<file path="src/rtl/can_lg_pkg.sv">
// Shared types and constants for the CAN multiplexed-bus register target.
package can_lg_pkg;

  // Default watchdog limit in clk_i cycles.
  localparam int unsigned TimeoutCycDefault = 256;

  typedef enum logic [2:0] {
    StIdle,
    StAddr,
    StArmed,
    StWdone,
    StRdata
  } can_lg_state_e;

endpackage

</file>
<file path="src/rtl/can_lg_wdog.sv">
// Access watchdog: counts cycles spent outside IDLE and fires once at the limit.
module can_lg_wdog #(
  parameter int unsigned TIMEOUT_CYC = 256
) (
  input  logic clk_i,
  input  logic rst_i,
  input  logic active_i,
  output logic expire_o
);

  localparam int unsigned CntW = (TIMEOUT_CYC < 2) ? 1 : $clog2(TIMEOUT_CYC);

  logic [CntW-1:0] r_cnt;
  logic            w_expire;

  // The limit-th non-idle cycle is the one whose closing edge fires.
  assign w_expire = active_i && (r_cnt == CntW'(TIMEOUT_CYC - 1));
  assign expire_o = w_expire;

  // Counter clears while idle and after firing, otherwise advances.
  always_ff @(posedge clk_i or posedge rst_i) begin
    if (rst_i) begin
      r_cnt <= '0;
    end else if (!active_i || w_expire) begin
      r_cnt <= '0;
    end else begin
      r_cnt <= r_cnt + 1'b1;
    end
  end

endmodule

</file>
<file path="src/rtl/can_lg_target.sv">
// Register target for a multiplexed ALE/RD/WR host bus.
// Optional watchdog enabled by defining CAN_LG_TIMEOUT_EN.
module can_lg_target
  import can_lg_pkg::*;
#(
  parameter int unsigned TIMEOUT_CYC = TimeoutCycDefault
) (
  input  logic       clk_i,
  input  logic       rst_i,
  input  logic       cs_can_i,
  input  logic       ale_i,
  input  logic       wr_i,
  input  logic       rd_i,
  input  logic [7:0] port_0_i,
  output logic [7:0] port_0_o,
  output logic       port_0_oe,
  output logic [7:0] reg_addr_o,
  output logic [7:0] reg_wdata_o,
  output logic       reg_we_o,
  output logic       reg_re_o,
  input  logic [7:0] reg_rdata_i,
  output logic       err_o
);

  can_lg_state_e r_state, w_state_nxt;
  logic [7:0]    r_addr, w_addr_nxt;
  logic [7:0]    r_wdata, w_wdata_nxt;
  logic [7:0]    r_rd_hold, w_rd_hold_nxt;
  logic          r_we, w_we_nxt;
  logic          r_re, w_re_nxt;
  logic          r_err, w_err_nxt;
  logic          w_tmo;

`ifdef CAN_LG_TIMEOUT_EN
  can_lg_wdog #(
    .TIMEOUT_CYC (TIMEOUT_CYC)
  ) u_wdog (
    .clk_i    (clk_i),
    .rst_i    (rst_i),
    .active_i (r_state != StIdle),
    .expire_o (w_tmo)
  );
`else
  assign w_tmo = 1'b0;
`endif

  // Next-state, address/data capture and strobe pulse generation.
  always_comb begin
    w_state_nxt   = r_state;
    w_addr_nxt    = r_addr;
    w_wdata_nxt   = r_wdata;
    w_rd_hold_nxt = r_rd_hold;
    w_we_nxt      = 1'b0;
    w_re_nxt      = 1'b0;
    w_err_nxt     = 1'b0;

    // Address follows the bus for as long as ALE is held; last value wins.
    if (cs_can_i && ale_i &&
        (r_state == StIdle || r_state == StAddr || r_state == StArmed)) begin
      w_addr_nxt = port_0_i;
    end

    unique case (r_state)
      StIdle: begin
        if (cs_can_i && ale_i) w_state_nxt = StAddr;
      end
      StAddr: begin
        // Prefetch so read data is ready on the first ARMED cycle.
        w_rd_hold_nxt = reg_rdata_i;
        if (!cs_can_i)   w_state_nxt = StIdle;
        else if (!ale_i) w_state_nxt = StArmed;
      end
      StArmed: begin
        w_rd_hold_nxt = reg_rdata_i;
        if (!cs_can_i) begin
          w_state_nxt = StIdle;
        end else if (ale_i) begin
          w_state_nxt = StAddr;
        end else if (wr_i && rd_i) begin
          w_state_nxt = StIdle;
          w_err_nxt   = 1'b1;
        end else if (wr_i) begin
          w_state_nxt = StWdone;
          w_wdata_nxt = port_0_i;
          w_we_nxt    = 1'b1;
        end else if (rd_i) begin
          // Hold the value already on the bus for the whole read.
          w_state_nxt   = StRdata;
          w_rd_hold_nxt = r_rd_hold;
          w_re_nxt      = 1'b1;
        end
      end
      StWdone: begin
        if (!cs_can_i || !wr_i) w_state_nxt = StIdle;
      end
      StRdata: begin
        if (!cs_can_i || !rd_i) w_state_nxt = StIdle;
      end
      default: w_state_nxt = StIdle;
    endcase

    // Watchdog expiry wins over any strobe captured on the same edge.
    if (w_tmo) begin
      w_state_nxt = StIdle;
      w_we_nxt    = 1'b0;
      w_re_nxt    = 1'b0;
      w_err_nxt   = 1'b1;
    end
  end

  // State and output registers.
  always_ff @(posedge clk_i or posedge rst_i) begin
    if (rst_i) begin
      r_state   <= StIdle;
      r_addr    <= 8'h00;
      r_wdata   <= 8'h00;
      r_rd_hold <= 8'h00;
      r_we      <= 1'b0;
      r_re      <= 1'b0;
      r_err     <= 1'b0;
    end else begin
      r_state   <= w_state_nxt;
      r_addr    <= w_addr_nxt;
      r_wdata   <= w_wdata_nxt;
      r_rd_hold <= w_rd_hold_nxt;
      r_we      <= w_we_nxt;
      r_re      <= w_re_nxt;
      r_err     <= w_err_nxt;
    end
  end

  // Bus drive is combinational so data appears in the cycle RD rises.
  assign port_0_oe = cs_can_i && rd_i && !rst_i &&
                     (r_state == StArmed || r_state == StRdata);
  assign port_0_o    = r_rd_hold;
  assign reg_addr_o  = r_addr;
  assign reg_wdata_o = r_wdata;
  assign reg_we_o    = r_we;
  assign reg_re_o    = r_re;
  assign err_o       = r_err;

endmodule

</file>
<file path="config.mk">
export PLATFORM = sky130hd
export DESIGN_NAME = can_lg_target
export DESIGN_NICKNAME = d
export VERILOG_FILES = /design/src/rtl/can_lg_pkg.sv /design/src/rtl/can_lg_wdog.sv /design/src/rtl/can_lg_target.sv
export SDC_FILE = /design/constraint.sdc
export NUM_CORES = 1
export LEC_CHECK = 0
export ABC_AREA = 0
export CAP_MARGIN = 15
export CORE_AREA = 2 2 43 75
export CTS_BUF_LIST = sky130_fd_sc_hd__clkbuf_16
export DETAILED_ROUTE_END_ITERATION = 7
export DIE_AREA = 0 0 45 77
export GPL_TIMING_DRIVEN = 0
export PLACE_DENSITY = 0.84
export SLEW_MARGIN = 40
export SYNTH_ARGS = -nofsm -noshare
export SYNTH_HDL_FRONTEND = slang
export SYNTH_SLANG_ARGS = --single-unit
</file>
<file path="constraint.sdc">
create_clock -name clk_i -period 4.2 [get_ports clk_i]
set_clock_uncertainty 0.05 [all_clocks]
set_input_delay 0.84 -clock clk_i [delete_from_list [all_inputs] [get_ports clk_i]]
set_output_delay 0.84 -clock clk_i [all_outputs]
set_load 0.02 [all_outputs]
</file>
==> flow_summary.yaml, run 1 <==
clock_tree:
  h-tree-depth: 2
  clk_path_buf_depth: 2
  clock_tree.root_cell: "sky130_fd_sc_hd__clkbuf_16"
  post-cts-setup-buffers: 0
  path_clk_slew_ps: 40
  cts_sinks: 30
  numCtsBuffers: 5
  postCtsHoldBufs: 0
  cts_tree: "built"
  postCtsResizedCells: 0
  insertion_delay_ps: 270
die:
  num_io_pins: 50
  initial_utilization_pct: 43.5
  die-height_um: 77
  standard_cell_core_area_um2: 2860
  die_w_um: 45
  number_of_placement_rows: 26
  die_outline_area_um2: 3470
setup_path:
  worst_ep_required_time_ps: 3310
  critPathLaunchType: "input port"
  critPathMostFrequentCell: "sky130_fd_sc_hd__clkdlybuf4s50_1"
  timing.setup.critical_path_class: "input port to output port"
  slowest_stage: "sky130_fd_sc_hd__clkdlybuf4s50_1"
  crit_path_max_incr_delay_ps: 610
  worstPathArrival_ps: 2610
  crit_chain: "clkdlybuf4s50_1 > inv_2 > and4_1 > clkdlybuf4s50_1"
  crit_fanout: 31
  cp_capture_type: "output port"
outcome:
  run_status: "finished clean"
yosys:
  synth.area.mux_share_pct: 21.7
  xor_xnor_share_of_the_synthesized_area_pct: 1.41
  synth_edf_count: 0
  synthAdderAreaFrac_pct: 0
  main_combinational_cell_family_by_area_after_synthesis: "multiplexers"
  ys.warnings.count: 0
  syn_std_cell_area_um2: 1250
  synth.top_cell.area_share_pct: 60.2
  synth_area_leaders: "sky130_fd_sc_hd__dfrtp_1 (60%), sky130_fd_sc_hd__mux2_2 (22%), sky130_fd_sc_hd__nor4_4 (1.7%)"
  yosysMostFrequentCell: "sky130_fd_sc_hd__dfrtp_1"
  synth_seq_area_share_pct: 60.2
  postSynthNetCount: 108
  synthesis.area_per_instance_um2: 14.5
  synth_seq_cells: 30
  synth_cell_types: 27
  ys_async_sr_fraction_pct: 100
  yosys.area.top_type: "sky130_fd_sc_hd__dfrtp_1"
  synth_compound_area_share_pct: 3.61
  synth-main-ff-cell: "sky130_fd_sc_hd__dfrtp_1"
  post_synth_and_or_nand_nor_area_fraction_pct: 10.8
  postSynthCellCount: 86
  synth_common_cells: "sky130_fd_sc_hd__dfrtp_1 (30), sky130_fd_sc_hd__mux2_2 (24), sky130_fd_sc_hd__inv_1 (3)"
sta:
  rsz_0062_raised_after_global_routing: "no"
  min_period_over_period_pct: 83.4
  timing.final.setup_violations: 0
  timing.final.hold_violations: 0
  slew_headroom_pct: 54.1
  drv_slew: 0
  period_needed_ps: 3500
  fmax_mhz: 285
  max_slew.worst_pin.slew_ps: 688
  finalSetupTns_ps: 0
  final.hold.worst_slack_ps: 452
detailed_routing:
  drt-initial-drc-count: 16
  post-route-drc-count: 0
  dr_total_vias: 918
  drt-pass1-iter-count: 4
  drt-total-wl_um: 2750
  post_drt_via_cell_ratio: 5.40
  wl_per_cell_um: 16.2
  postRouteAntennaNets: 0
grt:
  grt_usage_pct: 19.2
  grt_antenna_before_repair: 0
  grt_remaining_overflow: 0
  grt_first_pass_wirelength_um: 4840
  first_global_vias: 1066
  grt_max_degree: 32
pwr:
  share_seq_of_total_power_pct: 39.9
  internal-power_mw: 0.645
  peakVddDrop_mv: 0.330
  netSwitchingFraction_pct: 25.1
  netSwitchingPower_mw: 0.216
  p_clk_share_pct: 36.9
  power-per-cell-area_nw_per_um2: 452
  comb_power_share_pct: 23.2
  cellLeakagePower_nw: 0.821
final_layout:
  final_nets: 164
  area_added_between_synthesis_and_finish_pct: 52.8
  utilization_pct: 66.5
  layout-drive-gt1-share_pct: 23.9
  fillerInstances: 218
  insertedDiodeCount: 0
placement:
  port_buffers: 49
  gpl.final_weighted_congestion: 0.758
  post-dp-hpwl_um: 2070
flow_run:
  drv_cap: 0
min_path:
  hold_path_class: "flip-flop to flip-flop"
-- cell families (layout without fill, tap and decap cells) --
group           after synthesis  after routing
simple gates                 19             19
xor+xnor                      2              2
compound gates                6              6
flops                        30             30
buf+inv                       5             61
mux                          24             24
-- final timing paths --
| path | from | endpoint | slack, ps | depth (start not counted) |
|---|---|---|---|---|
| hold reg to reg | port_0_o[1]$_DFFE_PP0P_ | port_0_o[1]$_DFFE_PP0P_ | 450 | 1 |
| setup / recovery | rst_i | port_0_oe | 700 | 4 |
| hold / removal | port_0_o[1]$_DFFE_PP0P_ | port_0_o[1]$_DFFE_PP0P_ | 450 | 1 |
| min in group asynchronous | rst_i | err_o$_DFF_PP0_ | 920 | 2 |
| setup reg to reg | r_state[0]$_DFFE_PP0P_ | reg_wdata_o[7]$_DFFE_PP0P_ | 2220 | 4 |
| max in group asynchronous | rst_i | reg_addr_o[6]$_DFFE_PP0P_ | 2770 | 2 |
-- metrics by stage --
step           total power [mW]  std cells  cell area, um2  setup WS, ps
3_5_place_dp              0.551        163            1770           643
3_3_place_gp              0.542        163            1770           305
2_1_floorplan             0.443         86            1250          1390
6_report                  0.861        170            1900           697
5_1_grt                   0.902        170            1900           508
4_1_cts                   0.873        170            1900           641
-- critical path: cells and delay by family --
kind                   cells  cell delay, ps
buffers and inverters      3            1480
and+or+nand+nor            1             290
-- area by class of cell --
cell class | count | area (um2) | area share, %
Buffer | 2 | 16.3 | 0.854
Clock buffer | 5 | 125 | 6.57
Clock inverter | 2 | 7.51 | 0.394
Inverter | 3 | 11.3 | 0.591
Multi-Input combinational cell | 51 | 468 | 24.6
Sequential cell | 30 | 751 | 39.4
Tap cell | 28 | 35.0 | 1.84
Timing Repair Buffer | 49 | 490 | 25.8
-- cell usage in the layout, fill, tap and decap left out --
cell and n:
sky130_fd_sc_hd__a311oi_2 1, sky130_fd_sc_hd__nor4_4 1, sky130_fd_sc_hd__clkbuf_16 5, sky130_fd_sc_hd__xnor2_1 1, sky130_fd_sc_hd__dfrtp_1 30, sky130_fd_sc_hd__o21ai_0 1, sky130_fd_sc_hd__inv_1 4, sky130_fd_sc_hd__buf_6 1
sky130_fd_sc_hd__nand4_1 1, sky130_fd_sc_hd__nand3b_1 1, sky130_fd_sc_hd__nor2b_1 2, sky130_fd_sc_hd__clkdlybuf4s50_1 49, sky130_fd_sc_hd__or2_1 1, sky130_fd_sc_hd__buf_2 1, sky130_fd_sc_hd__nand3_1 2, sky130_fd_sc_hd__o31ai_1 1
sky130_fd_sc_hd__nand2b_1 1, sky130_fd_sc_hd__nor4_1 1, sky130_fd_sc_hd__nor3b_1 1, sky130_fd_sc_hd__mux2_2 24, sky130_fd_sc_hd__or4_1 1, sky130_fd_sc_hd__inv_2 1, sky130_fd_sc_hd__and4b_1 1, sky130_fd_sc_hd__a21oi_1 2
sky130_fd_sc_hd__xor2_1 1, sky130_fd_sc_hd__nor4bb_1 1, sky130_fd_sc_hd__nand2_1 2, sky130_fd_sc_hd__and4_1 1, sky130_fd_sc_hd__o211ai_1 1, sky130_fd_sc_hd__nor2_1 2
-- power groups by stage --
stage               registers (mW)  logic (mW)  clock network [mW]
CTS                          0.345       0.202               0.326
global route                 0.348       0.213               0.341
detailed placement           0.349       0.202                   0
finish                       0.344       0.200               0.318
floorplan                    0.391      0.0522                   0
global placement             0.345       0.197                   0
-- registers in the layout, indices dropped and copies added (netlist names) --
name         count
err_o            1
port_0_o         8
r_state          3
reg_addr_o       8
reg_re_o         1
reg_wdata_o      8
reg_we_o         1
-- per-layer routing --
metal	up-vias	global-route usage, %	part of all wire [%]
met3	6	7.76	8.6
li1	419	-	-
met4	0	11.5	2.1
met2	46	31.4	57
met5	-	0	0
met1	447	19.2	32
(Power assumes the default switching activity.)
==> inputs of run 2 (changes only) <==
Settings changed: CORE_AREA 2 2 43 75 to 2 2 45 78, DIE_AREA 0 0 45 77 to 0 0 47 80, PLACE_DENSITY 0.84 to 0.78.
Clock period 4.2 ns to 3.5 ns, I/O delays scaled along.
==> flow_summary.yaml, run 2 (same netlist as run 1, synthesis figures left out) <==
sta:
  period_needed_ps: 3210
  timing.final.hold_violations: 0
  final.hold.worst_slack_ps: 450
  timing.final.setup_violations: 0
  fmax_mhz: 311
  max_slew.worst_pin.slew_ps: 689
  postLayoutSetupSlackWorst_ps: 288
  min_period_over_period_pct: 91.8
  slew_headroom_pct: 54.1
  drv_slew: 0
  rsz_0062_raised_after_global_routing: "no"
pwr:
  peakVddDrop_mv: 0.376
  power-per-cell-area_nw_per_um2: 539
  cellLeakagePower_nw: 0.821
  power.total_mw: 1.04
min_path:
  hold_path_class: "flip-flop to flip-flop"
  min_delay_path_depth: 1
final_layout:
  layout-drive-gt1-share_pct: 24.5
  mostFrequentLayoutCell: "sky130_fd_sc_hd__clkdlybuf4s50_1"
  utilization_pct: 62.0
  area_added_between_synthesis_and_finish_pct: 54.7
  most-common-layout-cells: "sky130_fd_sc_hd__clkdlybuf4s50_1 (49), sky130_fd_sc_hd__dfrtp_1 (30), sky130_fd_sc_hd__mux2_2 (24)"
  insertedDiodeCount: 0
  final_nets: 164
  final_cells: 186
  fillerInstances: 271
clock_tree:
  cts_tree: "built"
  post-cts-setup-buffers: 0
  numCtsBuffers: 5
  clk_path_buf_depth: 2
  path_clk_slew_ps: 50
  postCtsHoldBufs: 0
  postCtsResizedCells: 0
  h-tree-depth: 2
  insertion_delay_ps: 270
  clock_tree.root_cell: "sky130_fd_sc_hd__clkbuf_16"
  cts_sinks: 30
die:
  die_w_um: 47
  die_outline_area_um2: 3760
  initial_utilization_pct: 40.1
  die-height_um: 80
  num_io_pins: 50
  standard_cell_core_area_um2: 3110
  number_of_placement_rows: 27
detailed_routing:
  drt-pass1-iter-count: 2
  detailroute.wirelength.met2_um: 1390
  drt-total-wl_um: 2540
  routed.top_layer: "met4"
  route.met3.wl_um: 204
  met1Wirelength_um: 903
  post_drt_via_cell_ratio: 4.85
  postRouteAntennaNets: 0
  post-route-drc-count: 0
  dr_total_vias: 902
  wl_per_cell_um: 13.7
  drt-initial-drc-count: 20
grt:
  grt_max_degree: 32
  grt_remaining_overflow: 0
  grt_usage_pct: 16.9
  grt_antenna_before_repair: 0
  first_global_vias: 1009
  grt_first_pass_wirelength_um: 4420
setup_path:
  worst_ep_required_time_ps: 2750
  reg2regPathDepth: 4
  critPathLaunchType: "input port"
  crit_fanout: 31
  timing.setup.critical_path_class: "input port to output port"
  cp_capture_type: "output port"
  worstPathArrival_ps: 2460
outcome:
  run_status: "finished clean"
placement:
  gpl.final_weighted_congestion: 0.856
  post-dp-hpwl_um: 1910
  preCtsSetupSlack_ps: 231
  port_buffers: 49
  numPlacedInstances: 178
flow_run:
  drv_cap: 0
==> run 2: changes by cell type in the layout (fill, tap and decap cells not counted) <==
cell,change
sky130_fd_sc_hd__clkinv_2,+1
sky130_fd_sc_hd__clkinv_1,+1
sky130_fd_sc_hd__inv_1,-1
==> run 2: layout make-up <==
type | instances | area (um2) | area share (%)
Sequential cell | 30 | 751 | 38.9
Clock inverter | 3 | 12.5 | 0.649
Inverter | 3 | 11.3 | 0.584
Buffer | 2 | 16.3 | 0.844
Tap cell | 43 | 53.8 | 2.79
Timing Repair Buffer | 49 | 490 | 25.4
Multi-Input combinational cell | 51 | 468 | 24.3
Clock buffer | 5 | 125 | 6.49
==> run 2: worst paths after layout <==
| check | from | to | slack (ps) |
|---|---|---|---|
| setup / recovery | rst_i | port_0_oe | 290 |
| hold / removal | port_0_o[6]$_DFFE_PP0P_ | port_0_o[6]$_DFFE_PP0P_ | 450 |
| setup reg to reg | r_state[0]$_DFFE_PP0P_ | reg_wdata_o[5]$_DFFE_PP0P_ | 1530 |
| hold reg to reg | port_0_o[6]$_DFFE_PP0P_ | port_0_o[6]$_DFFE_PP0P_ | 450 |
| max in group asynchronous | rst_i | reg_addr_o[5]$_DFFE_PP0P_ | 2220 |
| min in group asynchronous | rst_i | reg_wdata_o[7]$_DFFE_PP0P_ | 780 |
==> run 2: per-layer routing <==
metal	vias to the layer above	global-route usage, %
li1	421	-
met1	441	16.9
met2	36	26.6
met3	4	8.60
met4	0	10.0
met5	-	0
==> run 2: power by group <==
group / switching, mW / internal (mW) / total, mW
logic: 0.107 / 0.131 / 0.238
registers: 0.0201 / 0.391 / 0.411
clock network: 0.135 / 0.256 / 0.391
==> run 2: per-stage QoR <==
step	cell area (um2)	TNS, ps
2_1_floorplan	1250	0
3_3_place_gp	1790	-152
3_5_place_dp	1790	0
4_1_cts	1930	0
5_1_grt	1930	0
6_report	1930	0
==> run 2: critical path: stages <==
cell and delay [ps]:
sky130_fd_sc_hd__clkdlybuf4s50_1 410, sky130_fd_sc_hd__inv_2 460, sky130_fd_sc_hd__and4_1 280, sky130_fd_sc_hd__clkdlybuf4s50_1 600
==> inputs of run 3 (changes only) <==
Settings changed: HOLD_SLACK_MARGIN set to 0.02.
==> results of run 3 <==
Final layout, timing and power as in run 2 (identical DEF).
